**src/rtl/hazard_controller_if.sv**
```systemverilog
// -----------------------------------------------------------------------------
// hazard_controller_if
//   Bundles every pipeline-facing signal of the hazard controller.
//   The pipeline datapath uses the master modport: it drives the register
//   indices, write enables and memory handshake, and receives the stall,
//   flush and forward controls. The hazard controller uses the slave modport.
//
//   Pipeline -> controller:
//     Rs1D, Rs2D, Rs1E, Rs2E, RdE, RdM, RdW   register indices (5 bits)
//     RegWriteM, RegWriteW, LoadE, PCSrcE     instruction attributes
//     MemReqM, MemReadyM                      data-memory handshake
//   Controller -> pipeline:
//     StallF, StallD, StallE, StallM          hold PC / pipeline registers
//     FlushD, FlushE, FlushW                  bubble into ID, EX, WB
//     ForwardAE, ForwardBE                    EX operand mux selects
//     MemErr                                  sticky memory-timeout flag
//     PerfLwStall, PerfFlush, PerfMemStall    only with HAZARD_PERF_CNT_EN
// -----------------------------------------------------------------------------
interface hazard_controller_if;
  logic [4:0]  Rs1D;
  logic [4:0]  Rs2D;
  logic [4:0]  Rs1E;
  logic [4:0]  Rs2E;
  logic [4:0]  RdE;
  logic [4:0]  RdM;
  logic [4:0]  RdW;
  logic        RegWriteM;
  logic        RegWriteW;
  logic        LoadE;
  logic        PCSrcE;
  logic        MemReqM;
  logic        MemReadyM;
  logic        StallF;
  logic        StallD;
  logic        StallE;
  logic        StallM;
  logic        FlushD;
  logic        FlushE;
  logic        FlushW;
  logic [1:0]  ForwardAE;
  logic [1:0]  ForwardBE;
  logic        MemErr;
`ifdef HAZARD_PERF_CNT_EN
  logic [31:0] PerfLwStall;
  logic [31:0] PerfFlush;
  logic [31:0] PerfMemStall;

  modport master (
    output Rs1D, Rs2D, Rs1E, Rs2E, RdE, RdM, RdW,
    output RegWriteM, RegWriteW, LoadE, PCSrcE, MemReqM, MemReadyM,
    input  StallF, StallD, StallE, StallM, FlushD, FlushE, FlushW,
    input  ForwardAE, ForwardBE, MemErr,
    input  PerfLwStall, PerfFlush, PerfMemStall
  );

  modport slave (
    input  Rs1D, Rs2D, Rs1E, Rs2E, RdE, RdM, RdW,
    input  RegWriteM, RegWriteW, LoadE, PCSrcE, MemReqM, MemReadyM,
    output StallF, StallD, StallE, StallM, FlushD, FlushE, FlushW,
    output ForwardAE, ForwardBE, MemErr,
    output PerfLwStall, PerfFlush, PerfMemStall
  );
`else
  modport master (
    output Rs1D, Rs2D, Rs1E, Rs2E, RdE, RdM, RdW,
    output RegWriteM, RegWriteW, LoadE, PCSrcE, MemReqM, MemReadyM,
    input  StallF, StallD, StallE, StallM, FlushD, FlushE, FlushW,
    input  ForwardAE, ForwardBE, MemErr
  );

  modport slave (
    input  Rs1D, Rs2D, Rs1E, Rs2E, RdE, RdM, RdW,
    input  RegWriteM, RegWriteW, LoadE, PCSrcE, MemReqM, MemReadyM,
    output StallF, StallD, StallE, StallM, FlushD, FlushE, FlushW,
    output ForwardAE, ForwardBE, MemErr
  );
`endif
endinterface

```
**src/rtl/hazard_controller.sv**
```systemverilog
// -----------------------------------------------------------------------------
// hazard_controller
//   Central hazard / sequencing unit of the 5-stage RV32 pipeline.
//   - EX-stage operand forwarding (M result has priority over W result).
//   - Load-use stall of IF/ID with a bubble into EX.
//   - Taken branch / jump flush of ID and EX.
//   - Multi-cycle data-memory waits freeze the whole pipeline; a wait that
//     lasts MEM_TIMEOUT stall cycles is abandoned: one RELEASE cycle kills
//     the WB result and sets the sticky MemErr flag.
//
// Parameters:
//   MEM_TIMEOUT  max stall cycles per memory access (2..255)
//   CNT_W        width of the wait counter (must hold MEM_TIMEOUT)
//
// Ports:
//   clk  pipeline clock
//   rst  synchronous active-high reset
//   hz   hazard_controller_if.slave, all pipeline-facing signals
//
// Optional feature macro: HAZARD_PERF_CNT_EN
//   Adds saturating 32-bit counters PerfLwStall, PerfFlush, PerfMemStall.
// -----------------------------------------------------------------------------
module hazard_controller #(
  parameter int MEM_TIMEOUT = 16,
  parameter int CNT_W       = 8
) (
  input  logic                clk,
  input  logic                rst,
  hazard_controller_if.slave  hz
);

  typedef enum logic [1:0] {
    ST_RUN     = 2'b00,
    ST_WAIT    = 2'b01,
    ST_RELEASE = 2'b10
  } state_e;

  localparam logic [CNT_W-1:0] CNT_ZERO = {CNT_W{1'b0}};
  localparam logic [CNT_W-1:0] CNT_ONE  = {{(CNT_W-1){1'b0}}, 1'b1};
  localparam logic [CNT_W-1:0] CNT_LAST = CNT_W'(MEM_TIMEOUT - 1);

  // Forward select for one EX source operand: M beats W, x0 never forwards.
  function automatic logic [1:0] fwd_sel(
    input logic [4:0] rs,
    input logic       reg_write_m,
    input logic [4:0] rd_m,
    input logic       reg_write_w,
    input logic [4:0] rd_w
  );
    logic [1:0] sel;
    if (reg_write_m && (rd_m != 5'd0) && (rd_m == rs)) begin
      sel = 2'b10;
    end else if (reg_write_w && (rd_w != 5'd0) && (rd_w == rs)) begin
      sel = 2'b01;
    end else begin
      sel = 2'b00;
    end
    return sel;
  endfunction

  state_e           state_r;
  state_e           state_s;
  logic [CNT_W-1:0] wait_cnt_r;
  logic [CNT_W-1:0] wait_cnt_s;
  logic             mem_err_r;

  logic             lw_stall_s;
  logic             mem_stall_s;
  logic             in_release_s;

  logic             stall_f_s;
  logic             stall_d_s;
  logic             stall_e_s;
  logic             stall_m_s;
  logic             flush_d_s;
  logic             flush_e_s;
  logic             flush_w_s;
  logic [1:0]       fwd_a_s;
  logic [1:0]       fwd_b_s;

  // Hazard detection terms.
  always_comb begin
    in_release_s = (state_r == ST_RELEASE);
    lw_stall_s   = hz.LoadE && (hz.RdE != 5'd0) &&
                   ((hz.RdE == hz.Rs1D) || (hz.RdE == hz.Rs2D));
    // The RELEASE cycle ignores the still-pending request so the pipeline moves.
    mem_stall_s  = hz.MemReqM && !hz.MemReadyM && !in_release_s;
  end

  // Forwarding muxes, purely combinational and independent of reset.
  always_comb begin
    fwd_a_s = fwd_sel(hz.Rs1E, hz.RegWriteM, hz.RdM, hz.RegWriteW, hz.RdW);
    fwd_b_s = fwd_sel(hz.Rs2E, hz.RegWriteM, hz.RdM, hz.RegWriteW, hz.RdW);
  end

  // Stall / flush generation with priority memStall > PCSrcE > lwStall.
  always_comb begin
    stall_f_s = 1'b0;
    stall_d_s = 1'b0;
    stall_e_s = 1'b0;
    stall_m_s = 1'b0;
    flush_d_s = 1'b0;
    flush_e_s = 1'b0;
    flush_w_s = 1'b0;
    if (rst) begin
      stall_f_s = 1'b0;
      flush_w_s = 1'b0;
    end else if (mem_stall_s) begin
      // Freeze everything; a held ID/EX must not also be flushed, the branch
      // or load hazard is re-evaluated once memory completes.
      stall_f_s = 1'b1;
      stall_d_s = 1'b1;
      stall_e_s = 1'b1;
      stall_m_s = 1'b1;
      flush_w_s = 1'b1;
    end else begin
      stall_f_s = lw_stall_s && !in_release_s;
      stall_d_s = lw_stall_s && !in_release_s;
      flush_d_s = hz.PCSrcE;
      flush_e_s = hz.PCSrcE || lw_stall_s;
      flush_w_s = in_release_s;
    end
  end

  // Memory-wait FSM next state and wait counter.
  always_comb begin
    state_s    = state_r;
    wait_cnt_s = wait_cnt_r;
    case (state_r)
      ST_RUN: begin
        if (mem_stall_s) begin
          state_s    = ST_WAIT;
          wait_cnt_s = CNT_ONE;
        end else begin
          state_s    = ST_RUN;
          wait_cnt_s = CNT_ZERO;
        end
      end
      ST_WAIT: begin
        if (hz.MemReadyM) begin
          state_s    = ST_RUN;
          wait_cnt_s = CNT_ZERO;
        end else if (wait_cnt_r == CNT_LAST) begin
          state_s    = ST_RELEASE;
          wait_cnt_s = CNT_ZERO;
        end else begin
          state_s    = ST_WAIT;
          wait_cnt_s = wait_cnt_r + CNT_ONE;
        end
      end
      ST_RELEASE: begin
        state_s    = ST_RUN;
        wait_cnt_s = CNT_ZERO;
      end
      default: begin
        state_s    = ST_RUN;
        wait_cnt_s = CNT_ZERO;
      end
    endcase
  end

  // FSM state and wait counter registers.
  always_ff @(posedge clk) begin
    if (rst) begin
      state_r    <= ST_RUN;
      wait_cnt_r <= CNT_ZERO;
    end else begin
      state_r    <= state_s;
      wait_cnt_r <= wait_cnt_s;
    end
  end

  // Sticky timeout flag, set by the RELEASE cycle, cleared only by reset.
  always_ff @(posedge clk) begin
    if (rst) begin
      mem_err_r <= 1'b0;
    end else if (state_r == ST_RELEASE) begin
      mem_err_r <= 1'b1;
    end else begin
      mem_err_r <= mem_err_r;
    end
  end

  assign hz.StallF    = stall_f_s;
  assign hz.StallD    = stall_d_s;
  assign hz.StallE    = stall_e_s;
  assign hz.StallM    = stall_m_s;
  assign hz.FlushD    = flush_d_s;
  assign hz.FlushE    = flush_e_s;
  assign hz.FlushW    = flush_w_s;
  assign hz.ForwardAE = fwd_a_s;
  assign hz.ForwardBE = fwd_b_s;
  assign hz.MemErr    = mem_err_r;

`ifdef HAZARD_PERF_CNT_EN
  // Increment that sticks at all-ones instead of wrapping.
  function automatic logic [31:0] sat_inc(input logic [31:0] val);
    logic [31:0] res;
    if (val == 32'hFFFF_FFFF) begin
      res = val;
    end else begin
      res = val + 32'd1;
    end
    return res;
  endfunction

  logic [31:0] perf_lw_r;
  logic [31:0] perf_flush_r;
  logic [31:0] perf_mem_r;

  // Performance counters; events hidden behind a memory stall are not counted.
  always_ff @(posedge clk) begin
    if (rst) begin
      perf_lw_r    <= 32'd0;
      perf_flush_r <= 32'd0;
      perf_mem_r   <= 32'd0;
    end else begin
      perf_lw_r    <= (lw_stall_s && !mem_stall_s) ? sat_inc(perf_lw_r) : perf_lw_r;
      perf_flush_r <= (hz.PCSrcE && !mem_stall_s) ? sat_inc(perf_flush_r) : perf_flush_r;
      perf_mem_r   <= mem_stall_s ? sat_inc(perf_mem_r) : perf_mem_r;
    end
  end

  assign hz.PerfLwStall  = perf_lw_r;
  assign hz.PerfFlush    = perf_flush_r;
  assign hz.PerfMemStall = perf_mem_r;
`endif

endmodule

```
**src/flat_wrapper.sv**
```systemverilog
// flat-port wrapper written by rule: the top's interface ports become plain ports
module hazard_controller_flat 
#(
  parameter int MEM_TIMEOUT = 16,
  parameter int CNT_W       = 8
)
  (clk, rst, hz_Rs1D, hz_Rs2D, hz_Rs1E, hz_Rs2E, hz_RdE, hz_RdM, hz_RdW, hz_RegWriteM, hz_RegWriteW, hz_LoadE, hz_PCSrcE, hz_MemReqM, hz_MemReadyM, hz_StallF, hz_StallD, hz_StallE, hz_StallM, hz_FlushD, hz_FlushE, hz_FlushW, hz_ForwardAE, hz_ForwardBE, hz_MemErr);
  hazard_controller_if hz_i ();
  input  logic clk;
  input  logic rst;
  input wire logic [$bits(hz_i.Rs1D)-1:0] hz_Rs1D;
  input wire logic [$bits(hz_i.Rs2D)-1:0] hz_Rs2D;
  input wire logic [$bits(hz_i.Rs1E)-1:0] hz_Rs1E;
  input wire logic [$bits(hz_i.Rs2E)-1:0] hz_Rs2E;
  input wire logic [$bits(hz_i.RdE)-1:0] hz_RdE;
  input wire logic [$bits(hz_i.RdM)-1:0] hz_RdM;
  input wire logic [$bits(hz_i.RdW)-1:0] hz_RdW;
  input wire logic [$bits(hz_i.RegWriteM)-1:0] hz_RegWriteM;
  input wire logic [$bits(hz_i.RegWriteW)-1:0] hz_RegWriteW;
  input wire logic [$bits(hz_i.LoadE)-1:0] hz_LoadE;
  input wire logic [$bits(hz_i.PCSrcE)-1:0] hz_PCSrcE;
  input wire logic [$bits(hz_i.MemReqM)-1:0] hz_MemReqM;
  input wire logic [$bits(hz_i.MemReadyM)-1:0] hz_MemReadyM;
  output wire logic [$bits(hz_i.StallF)-1:0] hz_StallF;
  output wire logic [$bits(hz_i.StallD)-1:0] hz_StallD;
  output wire logic [$bits(hz_i.StallE)-1:0] hz_StallE;
  output wire logic [$bits(hz_i.StallM)-1:0] hz_StallM;
  output wire logic [$bits(hz_i.FlushD)-1:0] hz_FlushD;
  output wire logic [$bits(hz_i.FlushE)-1:0] hz_FlushE;
  output wire logic [$bits(hz_i.FlushW)-1:0] hz_FlushW;
  output wire logic [$bits(hz_i.ForwardAE)-1:0] hz_ForwardAE;
  output wire logic [$bits(hz_i.ForwardBE)-1:0] hz_ForwardBE;
  output wire logic [$bits(hz_i.MemErr)-1:0] hz_MemErr;
  assign hz_i.Rs1D = hz_Rs1D;
  assign hz_i.Rs2D = hz_Rs2D;
  assign hz_i.Rs1E = hz_Rs1E;
  assign hz_i.Rs2E = hz_Rs2E;
  assign hz_i.RdE = hz_RdE;
  assign hz_i.RdM = hz_RdM;
  assign hz_i.RdW = hz_RdW;
  assign hz_i.RegWriteM = hz_RegWriteM;
  assign hz_i.RegWriteW = hz_RegWriteW;
  assign hz_i.LoadE = hz_LoadE;
  assign hz_i.PCSrcE = hz_PCSrcE;
  assign hz_i.MemReqM = hz_MemReqM;
  assign hz_i.MemReadyM = hz_MemReadyM;
  assign hz_StallF = hz_i.StallF;
  assign hz_StallD = hz_i.StallD;
  assign hz_StallE = hz_i.StallE;
  assign hz_StallM = hz_i.StallM;
  assign hz_FlushD = hz_i.FlushD;
  assign hz_FlushE = hz_i.FlushE;
  assign hz_FlushW = hz_i.FlushW;
  assign hz_ForwardAE = hz_i.ForwardAE;
  assign hz_ForwardBE = hz_i.ForwardBE;
  assign hz_MemErr = hz_i.MemErr;
  hazard_controller #(.MEM_TIMEOUT(MEM_TIMEOUT), .CNT_W(CNT_W)) u_core (.clk(clk), .rst(rst), .hz(hz_i));
endmodule
```
**config.mk**
```make
export PLATFORM = sky130hd
export DESIGN_NAME = hazard_controller_flat
export DESIGN_NICKNAME = d
export VERILOG_FILES = /design/src/rtl/hazard_controller_if.sv /design/src/rtl/hazard_controller.sv /design/src/flat_wrapper.sv
export SDC_FILE = /design/constraint.sdc
export NUM_CORES = 1
export LEC_CHECK = 0
export CELL_PAD_IN_SITES_DETAIL_PLACEMENT = 1
export CELL_PAD_IN_SITES_GLOBAL_PLACEMENT = 1
export CORE_UTILIZATION = 26
export CTS_BUF_LIST = sky130_fd_sc_hd__clkbuf_8
export DETAILED_ROUTE_END_ITERATION = 10
export HOLD_SLACK_MARGIN = 0.02
export PLACE_DENSITY = 0.88
export SLEW_MARGIN = 20
export SYNTH_ARGS = -nofsm -noshare
export SYNTH_HDL_FRONTEND = slang
export SYNTH_SLANG_ARGS = --single-unit
export TNS_END_PERCENT = 10
```
**constraint.sdc**
```tcl
create_clock -name clk -period 1.7 [get_ports clk]
set_clock_uncertainty 0.15 [all_clocks]
set_input_delay 0.17 -clock clk [delete_from_list [all_inputs] [get_ports clk]]
set_output_delay 0.17 -clock clk [all_outputs]
set_load 0.05 [all_outputs]
```
## Yosys cells after proc, flatten, opt, wreduce, memory -nomap -nowiden

Index checks and enable logic that the tools add are counted.

- Word-level logic and storage cells: 54
- Register bits: 11
- Output and inout bits: 12

- $add $sub $neg: 1
- Equality and inequality tests: 9
- Muxes and demuxes: 22
- Reduce and logical (&&, ||, !) cells: 19

Operators by type and width:

| cell | count |
|---|---|
| $eq A5 B5 Y1 | 6 |
| $mux W8 | 2 |
| $pmux W8 S2 | 1 |
| $reduce_bool A5 Y1 | 3 |
| $mux W1 | 14 |
| $logic_and A1 B1 Y1 | 11 |
| $add A8 B1 Y8 const B | 1 |
| $eq A8 B4 Y1 const B | 1 |
| $mux W2 | 4 |
| $pmux W2 S2 | 1 |
| $eq A2 B1 Y1 const B | 1 |
| $eq A2 B2 Y1 const B | 1 |
| $logic_not A1 Y1 | 2 |
| $logic_not A2 Y1 | 1 |
| $logic_or A1 B1 Y1 | 2 |

## Logic depth before layout (Yosys ltp)

Gate-level depths: netlist of run 1.

- Word-level depth: 6
- Gate-level depth with buffers: 5

## Least setup slack after synthesis of run 1

OpenSTA, ideal clock, no wires.

- Path type: in2out
- Start point: in hz_RdM[4]
- End point: out hz_ForwardBE[0]
- Cell stages on the path: 4
- Data required time: 1380 ps
- Arrival time: 2713 ps
- Path slack: -1333 ps
- Cell sequence: xnor2_1 nand3_1 nor4_1 nor3_1

- Cells in the longest elaborated chain, start to end: 4
- Elaborated cells on any way between the ends: 5
- Classes of those cells: eq/ne (1); mux (1); reduce/logical (3)

Ends and longest elaborated chain:

| what | line | source |
|---|---|---|
| start, declared | flat_wrapper.sv:16 | `input wire logic [$bits(hz_i.RdM)-1:0] hz_RdM;` |
| $reduce_bool A5 Y1 | hazard_controller.sv:51 | `if (reg_write_m && (rd_m != 5'd0) && (rd_m == rs)) begin` |
| $logic_and A1 B1 Y1 | hazard_controller.sv:51 |  |
| $logic_and A1 B1 Y1 * | hazard_controller.sv:51 |  |
| $mux W2 * | hazard_controller.sv:51 |  |
| end, declared | flat_wrapper.sv:32 | `output wire logic [$bits(hz_i.ForwardBE)-1:0] hz_ForwardBE;` |

Mark *: on every way between the ends. The rest lies on a longest branch, timed or not.

## Worst setup path after layout of run 1

- Start point: in hz_RdW[0]
- End point: out hz_ForwardAE[0]

- Cells in the longest elaborated chain, start to end: 5
- Elaborated cells on any way between the ends: 6
- Classes of those cells: eq/ne (1); mux (2); reduce/logical (3)

Ends and longest elaborated chain:

| what | line | source |
|---|---|---|
| start, declared | flat_wrapper.sv:17 | `input wire logic [$bits(hz_i.RdW)-1:0] hz_RdW;` |
| $reduce_bool A5 Y1 | hazard_controller.sv:53 | `end else if (reg_write_w && (rd_w != 5'd0) && (rd_w == rs)) begin` |
| $logic_and A1 B1 Y1 | hazard_controller.sv:53 |  |
| $logic_and A1 B1 Y1 * | hazard_controller.sv:53 |  |
| $mux W1 * | hazard_controller.sv:53 |  |
| $mux W2 * | hazard_controller.sv:51 |  |
| end, declared | flat_wrapper.sv:31 | `output wire logic [$bits(hz_i.ForwardAE)-1:0] hz_ForwardAE;` |

Marked as above.

==> out/qor.csv, run 1 <==
stage,metric,value,unit
run_status,run_status,"complete, but fails checks",
run_status,violations,setup timing,
final_layout,drive_gt1_frac,0.480,
setup_path,path_max_fanout,2,
global_routing,grt_max_degree,8,
die,io_pins,55,
sta,clock.fmax,528,MHz
logic_synthesis,yosys-mux-area-fraction,0,
logic_synthesis,yosys.area.top_type,dfxtp_1,
final_layout,postLayoutCoreUtil,0.607,
global_routing,antenna_found_initial,2,
sta,rsz0062_at_grt,true,
detailed_routing,routed_via_density,4.99,
detailed_routing,wl_met3,402,um
pwr,p_int,634,uW
detailed_routing,drt.antenna.violating_nets,0,
pwr,p_leak,0.000876,uW
global_routing,overflow,0,
detailed_routing,wl_met2,2620,um
logic_synthesis,syn_area,906,um2
setup_path,critPathKind,in2out,
clock_network,h-tree-depth,1,
hold_path,hp-class,in2reg,
clock_network,clock_latency,0.24,ns
setup_path,cp.arrival,1.57,ns
sta,tightest_slew,0.359,ns
detailed_routing,vias,1218,
pwr,switchingPower,307,uW
logic_synthesis,ys_async_sr_fraction,0,
clock_network,clk_root_buffer_cell,clkbuf_8,
final_layout,fillers,375,
logic_synthesis,synth_xor_area_frac,0.338,
clock_network,cts.sinks,11,
logic_synthesis,synth_common_cells,"25 x xor2_1, 11 x dfxtp_1, 11 x nor2_1",
final_layout,area.sequential,223,um2
sta,worst_slack,-0.195,ns
logic_synthesis,synth.most_common_cell,xor2_1,
place,port_buffers,54,
detailed_routing,wl_met1,1720,um
place,place_congestion,0.708,
logic_synthesis,synth_nets,151,
logic_synthesis,synth_top_area_frac,0.243,
setup_path,cp.required,1.38,ns
die,rows,21,
logic_synthesis,synthAdderAreaFrac,0.0138,
detailed_routing,drcViolationCount,0,
logic_synthesis,synth_edf_count,0,
clock_network,clockBufferDepth,2,
sta,hold_viol_final,0,
clock_network,cts_buffers,3,
pwr,vdd_ir_drop_max,516,uV
detailed_routing,drt_iter0_markers,48,
sta,fin_crit,1.89,ns
setup_path,start_kind,input pin,
logic_synthesis,synth_area_leaders,"dfxtp_1 24%, xor2_1 24%, xnor2_1 9.7%, nor2_1 4.6%, or4_1 4.1%",
detailed_routing,drt_wl_total,5030,um
die,die-area,3720,um2
clock_network,clk_pin_slew_worst_paths,0.05,ns
die,die_w,61.0,um
pwr,pwr-share-seq,0.281,
logic_synthesis,yosys_register_bits,11,
clock_network,cts_tree,built,
final_layout,fin_area,2030,um2
die,start_util,0.271,
global_routing,track_usage,0.261,
pwr,power_density,464,nW/um2
flow_run,timing.max_cap.violations,0,
sta,slew_headroom,0.759,
logic_synthesis,synth-compound-area-share,0.106,
logic_synthesis,yosys.area_share.simple,0.278,
die,core,3340,um2
pwr,swShare,0.326,
final_layout,nNetsFinal,241,
detailed_routing,dr.pass1.iters,3,
pwr,clkPwrFrac,0.281,
place,place_hpwl,3470,um
die,chipHeight,61.0,um
global_routing,grt_pass1_wl,6770,um
logic_synthesis,yosys_warnings,0,
logic_synthesis,synth_flop_cell,dfxtp_1,
detailed_routing,wl_per_cell,20.6,um
sta,drv_slew,0,
logic_synthesis,synth_top_family_by_area,XOR/XNOR gates,
logic_synthesis,syn_avg_cell_area,8.47,um2
global_routing,grt_pass1_vias,1349,
setup_path,end_kind,primary output,
logic_synthesis,synth_seq_area_share,0.243,
final_layout,area_delta_synth_final,124,%
place,placed_cell_area,1850,um2
detailed_routing,maxUsedRoutingLayer,met4,
final_layout,multi_input_area,856,um2
logic_synthesis,netlist_instances,107,
sta,fin_crit_sh,1.11,
pwr,combPwrFrac,0.438,
sta,setup_viol,7,
logic_synthesis,synth_cell_types,31,
critical path, cell delays in order:
cell	delay, ns
buf_2	0.13
buf_6	0.12
xor2_1	0.15
or4_4	0.43
nor4_4	0.39
buf_12	0.19
placed cells by master (no fill, tap or decap), drive strengths merged, types with 4 or more instances in the layout:
cell type       n
buf            55
clkbuf          5
clkdlybuf4s50   9
dfxtp          11
dlygate4sd2    16
nand3           5
nor2           11
nor3            6
o21ai           4
or4             5
xnor2          10
xor2           25
routing by layer:
metal / GRT usage / vias to the layer above
li1: - / 562
met1: 0.240 / 580
met2: 0.503 / 53
met3: 0.0798 / 23
met4: 0.146 / 0
met5: 0 / -
metrics by stage:
step           worst slack, ns  setup TNS (ns)  total power [uW]  instances  hold slack (ns)
6_report                -0.195          -0.825               941        244            0.312
5_1_grt                 -0.213           -1.16               975        243            0.337
4_1_cts                 -0.270          -0.944               918        241            0.297
3_5_place_dp            -0.685           -3.59               645        236            0.343
3_3_place_gp            -0.566           -2.84               623        236            0.302
2_1_floorplan           -0.232          -0.750               414        107            0.220
cell type report:
cell class                 instances  area share
multi-input combinational         93       0.422
clock inverter                     1     0.00247
timing repair buffer              88       0.414
tap                               46      0.0284
antenna                            2     0.00247
sequential                        11       0.110
clock buffer                       3      0.0204
path summary, 6_finish.rpt:
path | start | end | cells after the start | slack [ns]
min | hz_MemReadyM | u_core.wait_cnt_r[2] | 3 | 0.31
min reg2reg | u_core.state_r[1] | u_core.wait_cnt_r[0] | 1 | 0.32
max reg2reg | u_core.state_r[1] | u_core.state_r[1] | 2 | 0.15
max | hz_RdW[0] | hz_ForwardAE[0] | 6 | -0.19
power by group through the flow:
stage / Clock (uW) / Combinational (uW) / Sequential [uW]
2_1_floorplan: 0 / 145 / 269
3_3_place_gp: 0 / 354 / 269
3_5_place_dp: 0 / 375 / 270
4_1_cts: 270 / 384 / 264
5_1_grt: 278 / 432 / 265
6_report: 264 / 412 / 265
repair_timing:
action                                  in CTS  in global routing
pin swaps                                   21                 13
resized for setup                           68                 38
hold buffers                                 0                  0
endpoints found under the setup margin      11                 10
setup buffers                                1                  1
flip-flops by register name, indices dropped and copies added, names as in the netlist:
signal / cells
u_core.state_r: 2
u_core.wait_cnt_r: 8
u_core.hz.MemErr: 1
cell families after synthesis:
family | after synthesis
and+or+nand+nor | 44
xor gates and xnor gates | 35
AOI/OAI and AO/OA | 13
DFF | 11
buffers and inverters | 3
adders and majority gates | 1
(Power assumes the default switching activity.)
==> inputs of run 2 (changes only) <==
SLEW_MARGIN = 10   (was 20)
==> results of run 2 <==
No change in the layout: final DEF, timing and power equal those of run 1.
